<file path="config.mk">
export PLATFORM = sky130hd
export DESIGN_NAME = buzz_round_ctrl_flat
export DESIGN_NICKNAME = d
export VERILOG_FILES = /design/src/rtl/buzz_round_if.sv /design/src/rtl/buzz_round_ctrl.sv /design/src/flat_wrapper.sv
export SDC_FILE = /design/constraint.sdc
export NUM_CORES = 1
export LEC_CHECK = 0
export BUFFER_PORTS_ARGS = -buffer_cell sky130_fd_sc_hd__buf_2
export CAP_MARGIN = 40
export CORE_MARGIN = 1
export CORE_UTILIZATION = 48
export CTS_CLUSTER_DIAMETER = 200
export DETAILED_ROUTE_END_ITERATION = 6
export GPL_TIMING_DRIVEN = 1
export HOLD_SLACK_MARGIN = 0.15
export PLACE_DENSITY = 0.87
export SYNTH_ARGS = -nofsm -noshare
export SYNTH_HDL_FRONTEND = slang
export SYNTH_SLANG_ARGS = --single-unit
</file>
<file path="constraint.sdc">
create_clock -name clk -period 1.9 [get_ports clk]
set_input_delay 0.19 -clock clk [delete_from_list [all_inputs] [get_ports clk]]
set_output_delay 0.19 -clock clk [all_outputs]
set_load 0.01 [all_outputs]
</file>
<file path="src/rtl/buzz_round_if.sv">
// Host/contestant-side signal bundle for the quiz buzzer round controller.
// master = host side (drives strobes and buttons), slave = controller side.
interface buzz_round_if;
  logic       tick;
  logic       start;
  logic       stop;
  logic       clear;
  logic [3:0] k;
  logic [2:0] state;
  logic [2:0] winner;
  logic [3:0] lamp;
  logic [5:0] time_left;
  logic [3:0] foul_mask;
  logic       buzzer;

  modport master (
    output tick, start, stop, clear, k,
    input  state, winner, lamp, time_left, foul_mask, buzzer
  );

  modport slave (
    input  tick, start, stop, clear, k,
    output state, winner, lamp, time_left, foul_mask, buzzer
  );
endinterface

</file>
<file path="src/rtl/buzz_round_ctrl.sv">
// Quiz buzzer round controller: arms a round, latches the first press,
// flags early presses as fouls, runs the answer countdown and drives
// the lamps and the buzzer. All outputs are registered.
// Optional feature: define BUZZ_FOUL_LOCKOUT_EN to exclude fouling
// groups from arbitration in the following ARMED phase.
module buzz_round_ctrl #(
  parameter int ANSWER_SECS = 30
) (
  input logic         clk,
  input logic         reset,
  buzz_round_if.slave bus
);

  localparam logic [2:0] ST_IDLE    = 3'd0;
  localparam logic [2:0] ST_ARMED   = 3'd1;
  localparam logic [2:0] ST_ANSWER  = 3'd2;
  localparam logic [2:0] ST_DONE    = 3'd3;
  localparam logic [2:0] ST_TIMEOUT = 3'd4;

  localparam logic [5:0] LP_SECS = 6'(ANSWER_SECS);

  logic [2:0] r_state, w_state_next;
  logic [2:0] r_winner, w_winner_next;
  logic [3:0] r_lamp, w_lamp_next;
  logic [5:0] r_time_left, w_time_left_next;
  logic [3:0] r_foul_mask, w_foul_mask_next;
  logic       r_buzzer, w_buzzer_next;

  logic [3:0] w_eligible;
  logic [1:0] w_win_idx;
  logic       w_any_press;

`ifdef BUZZ_FOUL_LOCKOUT_EN
  assign w_eligible = bus.k & ~r_foul_mask;
`else
  assign w_eligible = bus.k;
`endif

  assign w_any_press = |w_eligible;

  // Priority encoder: lowest set index wins (group 1 beats all on a tie)
  always_comb begin
    w_win_idx = 2'd0;
    for (int i = 3; i >= 0; i--) begin
      if (w_eligible[i]) w_win_idx = 2'(i);
    end
  end

  // Next-state and next-output computation; clear overrides everything
  always_comb begin
    w_state_next     = r_state;
    w_winner_next    = r_winner;
    w_lamp_next      = r_lamp;
    w_time_left_next = r_time_left;
    w_foul_mask_next = r_foul_mask;
    w_buzzer_next    = 1'b0;
    if (bus.clear) begin
      w_state_next     = ST_IDLE;
      w_winner_next    = 3'd0;
      w_lamp_next      = 4'b1111;
      w_time_left_next = 6'd0;
      w_foul_mask_next = 4'b0000;
    end else begin
      case (r_state)
        ST_IDLE: begin
          // A press here is a foul even on the start edge itself
          w_foul_mask_next = r_foul_mask | bus.k;
          w_buzzer_next    = |(bus.k & ~r_foul_mask);
          if (bus.start) w_state_next = ST_ARMED;
        end
        ST_ARMED: begin
          if (w_any_press) begin
            w_winner_next    = {1'b0, w_win_idx} + 3'd1;
            w_lamp_next      = ~(4'b0001 << w_win_idx);
            w_time_left_next = LP_SECS;
            w_state_next     = ST_ANSWER;
          end
        end
        ST_ANSWER: begin
          if (bus.stop) begin
            w_state_next = ST_DONE;
          end else if (bus.tick) begin
            if (r_time_left <= 6'd1) begin
              w_time_left_next = 6'd0;
              w_state_next     = ST_TIMEOUT;
              w_buzzer_next    = 1'b1;
            end else begin
              w_time_left_next = r_time_left - 6'd1;
            end
          end
        end
        ST_DONE: begin
        end
        ST_TIMEOUT: begin
          w_buzzer_next = 1'b1;
        end
        default: begin
          w_state_next = ST_IDLE;
        end
      endcase
    end
  end

  // State and output registers with synchronous reset
  always_ff @(posedge clk) begin
    if (reset) begin
      r_state     <= ST_IDLE;
      r_winner    <= 3'd0;
      r_lamp      <= 4'b1111;
      r_time_left <= 6'd0;
      r_foul_mask <= 4'b0000;
      r_buzzer    <= 1'b0;
    end else begin
      r_state     <= w_state_next;
      r_winner    <= w_winner_next;
      r_lamp      <= w_lamp_next;
      r_time_left <= w_time_left_next;
      r_foul_mask <= w_foul_mask_next;
      r_buzzer    <= w_buzzer_next;
    end
  end

  assign bus.state     = r_state;
  assign bus.winner    = r_winner;
  assign bus.lamp      = r_lamp;
  assign bus.time_left = r_time_left;
  assign bus.foul_mask = r_foul_mask;
  assign bus.buzzer    = r_buzzer;

endmodule

</file>
<file path="src/flat_wrapper.sv">
// flat-port wrapper written by rule: the top's interface ports become plain ports
module buzz_round_ctrl_flat 
#(
  parameter int ANSWER_SECS = 30
)
  (clk, reset, bus_tick, bus_start, bus_stop, bus_clear, bus_k, bus_state, bus_winner, bus_lamp, bus_time_left, bus_foul_mask, bus_buzzer);
  buzz_round_if bus_i ();
  input logic clk;
  input logic reset;
  input wire logic [$bits(bus_i.tick)-1:0] bus_tick;
  input wire logic [$bits(bus_i.start)-1:0] bus_start;
  input wire logic [$bits(bus_i.stop)-1:0] bus_stop;
  input wire logic [$bits(bus_i.clear)-1:0] bus_clear;
  input wire logic [$bits(bus_i.k)-1:0] bus_k;
  output wire logic [$bits(bus_i.state)-1:0] bus_state;
  output wire logic [$bits(bus_i.winner)-1:0] bus_winner;
  output wire logic [$bits(bus_i.lamp)-1:0] bus_lamp;
  output wire logic [$bits(bus_i.time_left)-1:0] bus_time_left;
  output wire logic [$bits(bus_i.foul_mask)-1:0] bus_foul_mask;
  output wire logic [$bits(bus_i.buzzer)-1:0] bus_buzzer;
  assign bus_i.tick = bus_tick;
  assign bus_i.start = bus_start;
  assign bus_i.stop = bus_stop;
  assign bus_i.clear = bus_clear;
  assign bus_i.k = bus_k;
  assign bus_state = bus_i.state;
  assign bus_winner = bus_i.winner;
  assign bus_lamp = bus_i.lamp;
  assign bus_time_left = bus_i.time_left;
  assign bus_foul_mask = bus_i.foul_mask;
  assign bus_buzzer = bus_i.buzzer;
  buzz_round_ctrl #(.ANSWER_SECS(ANSWER_SECS)) u_core (.clk(clk), .reset(reset), .bus(bus_i));
endmodule
</file>
==> results of run 1 <==
[metal layers]
layer	GRT usage, %	wire, µm	part of all wire [%]	vias to the layer above
li1	-	-	-	482
met1	21.65	959	45	446
met2	31.22	1018	48	46
met3	3.774	144	6.8	2
met4	8.333	10	0.47	0
met5	0	0	0	-
[final timing paths]
check / endpoint / cells past startpoint
worst min-delay path: u_core.bus.foul_mask[2] / 3
worst min register to register: u_core.bus.winner[1] / 2
worst max register to register: u_core.bus.time_left[2] / 4
worst max-delay path: u_core.bus.time_left[2] / 4
[kinds of logic after synthesis]
group	synth area share (%)
fa+ha+maj	7.246
simple gates	21.01
compound gates	22.59
xor+xnor	0.8456
buf+inv	7.730
flops	40.58
[cell usage after synthesis, types with 3 or more instances]
cell type | instances | share of area [%]
inv_1 | 10 | 3.6
dfxtp_1 | 21 | 41
nor2_1 | 13 | 4.7
o31ai_1 | 3 | 2.2
o211ai_1 | 4 | 2.9
nand2_1 | 12 | 4.3
a311oi_1 | 4 | 3.4
a21oi_1 | 10 | 4.8
a211oi_1 | 3 | 2.2
ha_1 | 6 | 7.2
[power by group]
group / total, mW / switching [mW] / internal, mW
registers: 0.466 / 0.0127 / 0.453
clock network: 0.214 / 0.136 / 0.0785
logic: 0.112 / 0.0657 / 0.0463
total: 0.792 / 0.214 / 0.578
[worst max-delay path: cells and delay by family, from the launching register on]
kind             cells  cell delay [ns]
flip-flops           1             0.54
AO/OA/AOI/OAI        2             0.45
AND/OR/NAND/NOR      2             0.51
[stage by stage]
step	setup slack (ns)	area [µm²]
after floorplan	0.4849	1036
after global placement	0.2963	1177
after detailed placement	0.1438	1177
after CTS	0.1339	1205
after global routing	0.2326	1214
final	0.3194	1214
[sequential cells by signal (all words and copies together) (netlist names)]
name / count
u_core.bus.time_left: 6
u_core.bus.foul_mask: 4
u_core.bus.lamp: 4
u_core.bus.state: 3
u_core.bus.winner: 3
u_core.bus.buzzer: 1
[cell type report]
cell class / count / share of cell area, %
multi-input combinational: 82 / 44.85
clock buffer: 3 / 1.856
timing repair buffer: 30 / 12.37
sequential: 21 / 34.64
clock inverter: 1 / 0.4124
tap: 27 / 2.784
inverter: 10 / 3.093
==> run metrics, run 1 <==
status=complete, no violations; crit path DAT=roughly 1.8 ns; area grow syn2layout=17.15%; pin count of the biggest net entering global routing=17; routed len/inst=between 10 and 15 µm; Worst VDD drop=roughly 490 µV; RD Place Congestion=between 0.8 and 0.9; Hold Startpoint=bus_k[2]; max cap viols=0; fin cells=around 170; Reg clk slew, reported paths=around 0.12 ns; flops & latches, synth=21; power density over the cells=between 600 and 700 nW/µm²; post_cts resized=0; fill count=about 180; leakage=about 0.55 nW; Post-CTS Hold Fix Bufs=0; GR Overflow Total=0; clk sinks=21; Setup CP Type=flop to flop; Distinct cells, synth=34; Slew Limit Headroom=between 60% and 70%; CP startpoint=u_core.bus.state[1]; later-pin clock latency in the skew report=roughly 0.30 ns; crit path capture type=flop; Seq/Total Area, Yosys=between 40 and 50%; Slew Limit Fails=0; syn_area_per_cell=around 8.7 µm²; commonest non-fill, non-tap cells in the layout=30 x buf_2, 21 x dfxtp_1, 13 x nor2_1; Final Net Count=about 160; post-CTS setup repair buffer count=0; fmax=approximately 630 MHz; Worst Path Required=between 2 and 2.5 ns; number of flops mapped to enable cells by yosys=0; Crit path largest cell delay=between 0.5 and 0.6 ns; clock root buffer=clkbuf_4; part of the cycle the worst path needs=83.19%; DR vias=around 1,000; number of setup violations in the final report=0; Cells after Synth=around 120; Final Routed Wirelength=between 2000 and 2500 µm; Detail Placement HPWL=1622 µm; fin util=about three fifths; R2R Path Start=u_core.bus.state[1]; proportion of layout cells with a drive suffix above 1=a little over a quarter; chip height=about 48 µm; die width=48.46 µm; all-layer global routing usage=18.16%; syn_nets=135; die footprint=approximately 2300 µm²; Pwr Total=roughly 0.8 mW; crit-path most repeated cell=a311oi_1; multi-input logic area=roughly 540 µm²; drt pass-1 iters=4; crit-path cells=and2b_1 > and2_1 > a311oi_1 > a311oi_1; initial antenna violation count=0; total core area=about 2000 µm²; Final Hold Viols=0; drt drc=0; Post-synth top flop=dfxtp_1; first-pass GRT wire length=~3400 µm; Mapped Area=a little over 1000 µm²; Placed Cells=170; I/O Buffers=30; Max H-tree Level=1; starting density of the core=51.75%; ANT cells=0; Critical Path Start Type=flop; hold slack=around 0.17 ns; Worst Tran Pin Value=around 0.59 ns; Hold Path Class=input port to flop; Longest Clk Path Bufs=2; Register Area=between 400 and 500 µm²; slowest CP cell=dfxtp_1; CTS tree=done; most common cell after layout, fill and taps aside=buf_2; RSZ-0062 raised after global routing=false; Fin Clk Skew=roughly 0.0031 ns; Final Critical Period=approximately 1.6 ns; via/cell ratio=between 5 and 6; R2R Setup Slk=about 0.32 ns; antenna-violating nets left=0; Rows=16; yosys warns=0; Worst Path Max Fanout=10; ys async rst share=0%; number of global-route vias before repair=838; total CTS buffers=3; Top Ports=31; Initial DRC Count=24; setup TNS=0 ns
No activity file was read; power rests on OpenSTA's default activity.
==> run 2: changes to the inputs <==
==> constraint.sdc (replaced) <==
create_clock -name clk -period 1.7 [get_ports clk]
set_input_delay 0.17 -clock clk [delete_from_list [all_inputs] [get_ports clk]]
set_output_delay 0.17 -clock clk [all_outputs]
set_load 0.01 [all_outputs]
==> run 2 against run 1 <==
- first-iteration DRC count is the same
- flip-flop and latch count is the same
- design area grew 3.9%
- sequential share of layout area shrank 1.3 points
- core utilization grew 2.4 points
- global-route usage grew 2.3 points
- critical path type unchanged
==> run metrics, run 2 (synthesized netlist as in run 1, its figures left out) <==
status=complete, no violations; first-pass GRT wire length=3753 µm (+11%); die width=48.46 µm (unchanged); clk sinks=21 (unchanged); Longest Clk Path Bufs=2 (unchanged); Fin Clk Skew=0.001577 ns (-0.001517 ns); crit path DAT=1.79 ns (about the same); area grow syn2layout=21.74%; RD Place Congestion=0.8153 (-2.9%); chip height=48.46 µm (unchanged); post-CTS setup repair buffer count=0 (unchanged); proportion of layout cells with a drive suffix above 1=28.95% (+2.4 points); max reg flops=6 (unchanged); starting density of the core=51.75% (unchanged); die footprint=2348 µm² (unchanged); max cap viols=0 (unchanged); Final Critical Period=1.584 ns (+0.003154 ns); later-pin clock latency in the skew report=0.31 ns (about the same); Worst Tran Pin Value=0.5761 ns (-0.01310 ns); most common cell after layout, fill and taps aside=buf_2; via/cell ratio=5.419 (-3.4%); RSZ-0062 raised after global routing=false; Placed Cells=173 (+1.8%); Reg clk slew, reported paths=0.12 ns (about the same); fmax=631.4 MHz (-0.20%); total core area=2002 µm² (unchanged); Hold Path Class=input port to flop; Setup CP Type=flop to flop; Worst VDD drop=519.3 µV (+6.2%); number of setup violations in the final report=0 (unchanged); Worst Path Required=1.90 ns (-0.21 ns); Top Ports=31 (unchanged); pin count of the biggest net entering global routing=17 (unchanged); routed len/inst=12.11 µm (-1.2%); Critical Path Start Type=flop; I/O Buffers=30 (unchanged); Rows=16 (unchanged); Final Net Count=169 (+3.0%); antenna-violating nets left=0 (unchanged); total CTS buffers=3 (unchanged); GR Overflow Total=0 (unchanged); power density over the cells=710.0 nW/µm² (+8.9%); Worst Path Max Fanout=10 (unchanged); part of the cycle the worst path needs=93.16% (+10 points); Max H-tree Level=1 (unchanged); CTS tree=done; Detail Placement HPWL=1597 µm (-1.5%); initial antenna violation count=0 (unchanged); commonest non-fill, non-tap cells in the layout=30 x buf_2, 21 x dfxtp_1, 13 x nor2_1; ANT cells=0 (unchanged); all-layer global routing usage=20.41% (+2.3 points); Slew Limit Headroom=61.43% (+0.88 points); fin cells=179 (+2.9%); clock root buffer=clkbuf_4; crit path capture type=flop; Pwr Total=0.8955 mW (+13%); Slew Limit Fails=0 (unchanged); drt drc=0 (unchanged); number of global-route vias before repair=892 (+6.4%); Final Routed Wirelength=2167 µm (+1.6%); Final Hold Viols=0 (unchanged); drt pass-1 iters=4 (unchanged); DR vias=970 (-0.61%); fill count=186 (+1.1%); setup TNS=0 ns (unchanged); leakage=0.5816 nW (+4.8%); Initial DRC Count=24 (unchanged)
==> run 2: metal layers <==
layer | part of all wire [%] | up-vias | track usage [%] | routed length [µm]
li1 | - | 496 | - | -
met1 | 47 | 446 | 25.15 | 1015
met2 | 48 | 25 | 34.04 | 1031
met3 | 4.1 | 3 | 4.088 | 89
met4 | 1.4 | 0 | 9.804 | 31
met5 | 0 | - | 0 | 0
==> run 2: critical path: stages, from the launching register on <==
cell and delay (ns):
dfxtp_1 0.35, buf_4 0.16, or4b_1 0.70, nand4_1 0.18
o31ai_1 0.08
==> run 2: worst paths after layout <==
check,endpoint,cells after the start,start,slack [ns]
max,u_core.bus.time_left[0],4,u_core.bus.state[2],0.12
min,u_core.bus.foul_mask[3],3,bus_k[3],0.16
max reg2reg,u_core.bus.time_left[0],4,u_core.bus.state[2],0.12
min reg2reg,u_core.bus.winner[1],2,u_core.bus.winner[1],0.47
==> run 2: area by class of cell <==
| class | count | area, µm² | area share [%] |
|---|---|---|---|
| clock inverters | 1 | 5.005 | 0.3968 |
| well taps | 27 | 33.78 | 2.679 |
| multi-input cells | 82 | 549.3 | 43.55 |
| repair buffers | 35 | 192.7 | 15.28 |
| clock buffers | 3 | 22.52 | 1.786 |
| inverters | 10 | 37.54 | 2.976 |
| flip-flops and latches | 21 | 420.4 | 33.33 |
==> run 2: repair_timing <==
action / 4_1_cts / 5_1_grt
hold buffers: 2 / 0
endpoints found under the hold margin: 2 / 0
setup endpoints to repair: 0 / 3
resized for setup: 0 / 3
==> run 2: report_power, final <==
part | internal, mW | switching, mW | total [mW]
logic | 0.0577 | 0.0773 | 0.135
registers | 0.506 | 0.0116 | 0.518
clock network | 0.0880 | 0.155 | 0.243
==> run 2: metrics by stage <==
stage	util (%)	hold WS (ns)	cell area, µm²	setup WS, ns
detailed placement	59.94	0.4568	1200	0.08641
finish	63.00	0.1576	1261	0.1162
CTS	62.31	0.1536	1247	0.06277
global placement	59.94	0.4445	1200	0.1791
floorplan	-	0.3107	1036	0.2849
global route	63.00	0.1694	1261	0.04042
==> run 3: changes to the inputs <==
--- a/config.mk
+++ b/config.mk
@@ -13,7 +13,7 @@
 export DETAILED_ROUTE_END_ITERATION = 6
 export GPL_TIMING_DRIVEN = 1
 export HOLD_SLACK_MARGIN = 0.15
-export PLACE_DENSITY = 0.87
+export PLACE_DENSITY_LB_ADDON = 0.05
 export SYNTH_ARGS = -nofsm -noshare
 export SYNTH_HDL_FRONTEND = slang
 export SYNTH_SLANG_ARGS = --single-unit
==> run 3 against run 2 <==
- highest routed layer unchanged
- die area did not move
- count of clock-buffer cells in the layout is the same
- largest power group unchanged
- flip-flop and latch count did not move
==> run metrics, run 3 (synthesized netlist as in run 1, its figures left out) <==
Setup CP Type=flop to flop; Detail Placement HPWL=1509 µm (-5.5%); sw frac=27.13% (-0.085 points); chip height=48.46 µm (unchanged); Clk network pwr share=27.2% (about the same); crit path capture type=flop; proportion of layout cells with a drive suffix above 1=28.95% (unchanged); Critical Path Start Type=flop; later-pin clock latency in the skew report=0.31 ns (about the same); Top Ports=31 (unchanged); Worst Tran Pin Value=0.5820 ns (+0.005934 ns); Sw Pwr=0.2427 mW (-0.42%); all-layer global routing usage=18.62% (-1.8 points); R2R Path Start=u_core.bus.state[1]; CTS tree=done; Pwr Total=0.8945 mW (-0.11%); Placed Area=1200 µm² (unchanged); Worst Path Required=1.90 ns (about the same); R2R depth=4 (unchanged); drt pass-1 iters=4 (unchanged); Final Critical Period=1.573 ns (-0.01082 ns); number of setup violations in the final report=0 (unchanged); status=complete, no violations; I/O Buffers=30 (unchanged); fin worst setup slack=0.1271 ns (+0.01082 ns); drt drc=0 (unchanged); Hold Path Class=input port to flop; Slew Limit Headroom=61.03% (-0.40 points); post-CTS setup repair buffer count=0 (unchanged); die width=48.46 µm (unchanged); max cap viols=0 (unchanged); Final Hold Viols=0 (unchanged); via/cell ratio=5.285 (-2.5%); GR Overflow Total=0 (unchanged); total core area=2002 µm² (unchanged); Crit path largest cell delay=0.69 ns (about the same); number of global-route vias before repair=786 (-12%); initial antenna violation count=0 (unchanged); DR vias=946 (-2.5%); Longest Clk Path Bufs=2 (unchanged); Rows=16 (unchanged); power density over the cells=709.2 nW/µm² (-0.11%); Slew Limit Fails=0 (unchanged); power share of the combinational group=15.1% (about the same); crit path DAT=1.77 ns (-0.02 ns); RR Endpoint=u_core.bus.time_left[5]; commonest non-fill, non-tap cells in the layout=30 x buf_2, 21 x dfxtp_1, 13 x nor2_1; clk sinks=21 (unchanged); WHS Endpoint=u_core.bus.foul_mask[1]; Worst VDD drop=563.2 µV (+8.4%); RSZ-0062 raised after global routing=false; Reg clk slew, reported paths=0.12 ns (about the same); fmax=635.8 MHz (+0.69%); starting density of the core=51.75% (unchanged); most common cell after layout, fill and taps aside=buf_2; Final Net Count=169 (unchanged); area grow syn2layout=21.74% (unchanged); crit-path cells=buf_4 > or4b_1 > nand4_1 > o31ai_1; hold path cells=3 (unchanged); Fin Clk Skew=0.003507 ns (+0.001930 ns); Worst Path Max Fanout=10 (unchanged); die footprint=2348 µm² (unchanged); ANT cells=0 (unchanged); Final Routed Wirelength=2131 µm (-1.7%); routed len/inst=11.91 µm (-1.7%); Int Power=0.6518 mW (about the same); setup slack at placement=0.1112 ns (+0.02480 ns); first-pass GRT wire length=3436 µm (-8.4%); Hold Startpoint=bus_k[1]; slowest CP cell=or4b_1; max reg flops=6 (unchanged); final instance area=1261 µm² (unchanged); Sequential Power Share=57.7% (about the same); Initial DRC Count=10 (-58%); leakage=0.5816 nW (unchanged); R2R Setup Slk=0.13 ns (about the same); pin count of the biggest net entering global routing=17 (unchanged); setup TNS=0 ns (unchanged); part of the cycle the worst path needs=92.53% (-0.64 points); antenna-violating nets left=0 (unchanged); clock root buffer=clkbuf_4; Max H-tree Level=1 (unchanged); total CTS buffers=3 (unchanged); hold slack=0.1544 ns (-0.003223 ns); RD Place Congestion=0.7647 (-6.2%)
[run 3: worst max-delay path by stage]
stage                               to  slack [ns]  depth (start not counted)                     from
3_5_place_dp   u_core.bus.time_left[3]        0.11                          5                 bus_k[1]
6_report       u_core.bus.time_left[5]        0.13                          4      u_core.bus.state[1]
4_1_cts        u_core.bus.time_left[2]        0.08                          3      u_core.bus.state[2]
5_1_grt        u_core.bus.time_left[2]        0.03                          5  u_core.bus.time_left[0]
2_1_floorplan       u_core.bus.lamp[0]        0.28                          5      u_core.bus.state[1]
3_3_place_gp   u_core.bus.time_left[3]        0.17                          5                 bus_k[1]
[run 3: what timing repair did]
action,4_1_cts,5_1_grt
hold buffers,2,0
hold endpoints to repair,2,0
gates resized for setup,0,3
setup endpoints to repair,0,2
[run 3: critical path, delay by kind of cell, from the launching register on]
kind            cells  cell delay, ns
compound gates      1            0.07
buf+inv             1            0.17
flops               1            0.36
simple gates        2            0.86
[run 3: layer usage]
layer,wire [µm],global-route usage (%)
met1,1083,25.39
met2,930,28.87
met3,87,3.774
met4,29,7.353
met5,0,0
[run 3: area by class of cell]
| cell class | count | area, µm² |
|---|---|---|
| Fill cell | 183 | 740.7 |
| Multi-Input combinational cell | 82 | 549.3 |
| Clock buffer | 3 | 22.52 |
| Clock inverter | 1 | 5.005 |
| Timing Repair Buffer | 35 | 192.7 |
| Tap cell | 27 | 33.78 |
| Inverter | 10 | 37.54 |
| Sequential cell | 21 | 420.4 |
[run 3: power by group through the flow]
stage / sequential (mW) / combinational [mW] / clock [mW]
global placement: 0.527 / 0.128 / 0
floorplan: 0.535 / 0.0794 / 0
global route: 0.519 / 0.150 / 0.276
CTS: 0.517 / 0.133 / 0.256
detailed placement: 0.527 / 0.129 / 0
finish: 0.517 / 0.135 / 0.243
[run 3: per-stage QoR]
step	util, %	cells
finish	63.00	179
detailed placement	59.94	173
global route	63.00	179
global placement	59.94	173
floorplan	-	119
CTS	62.31	179
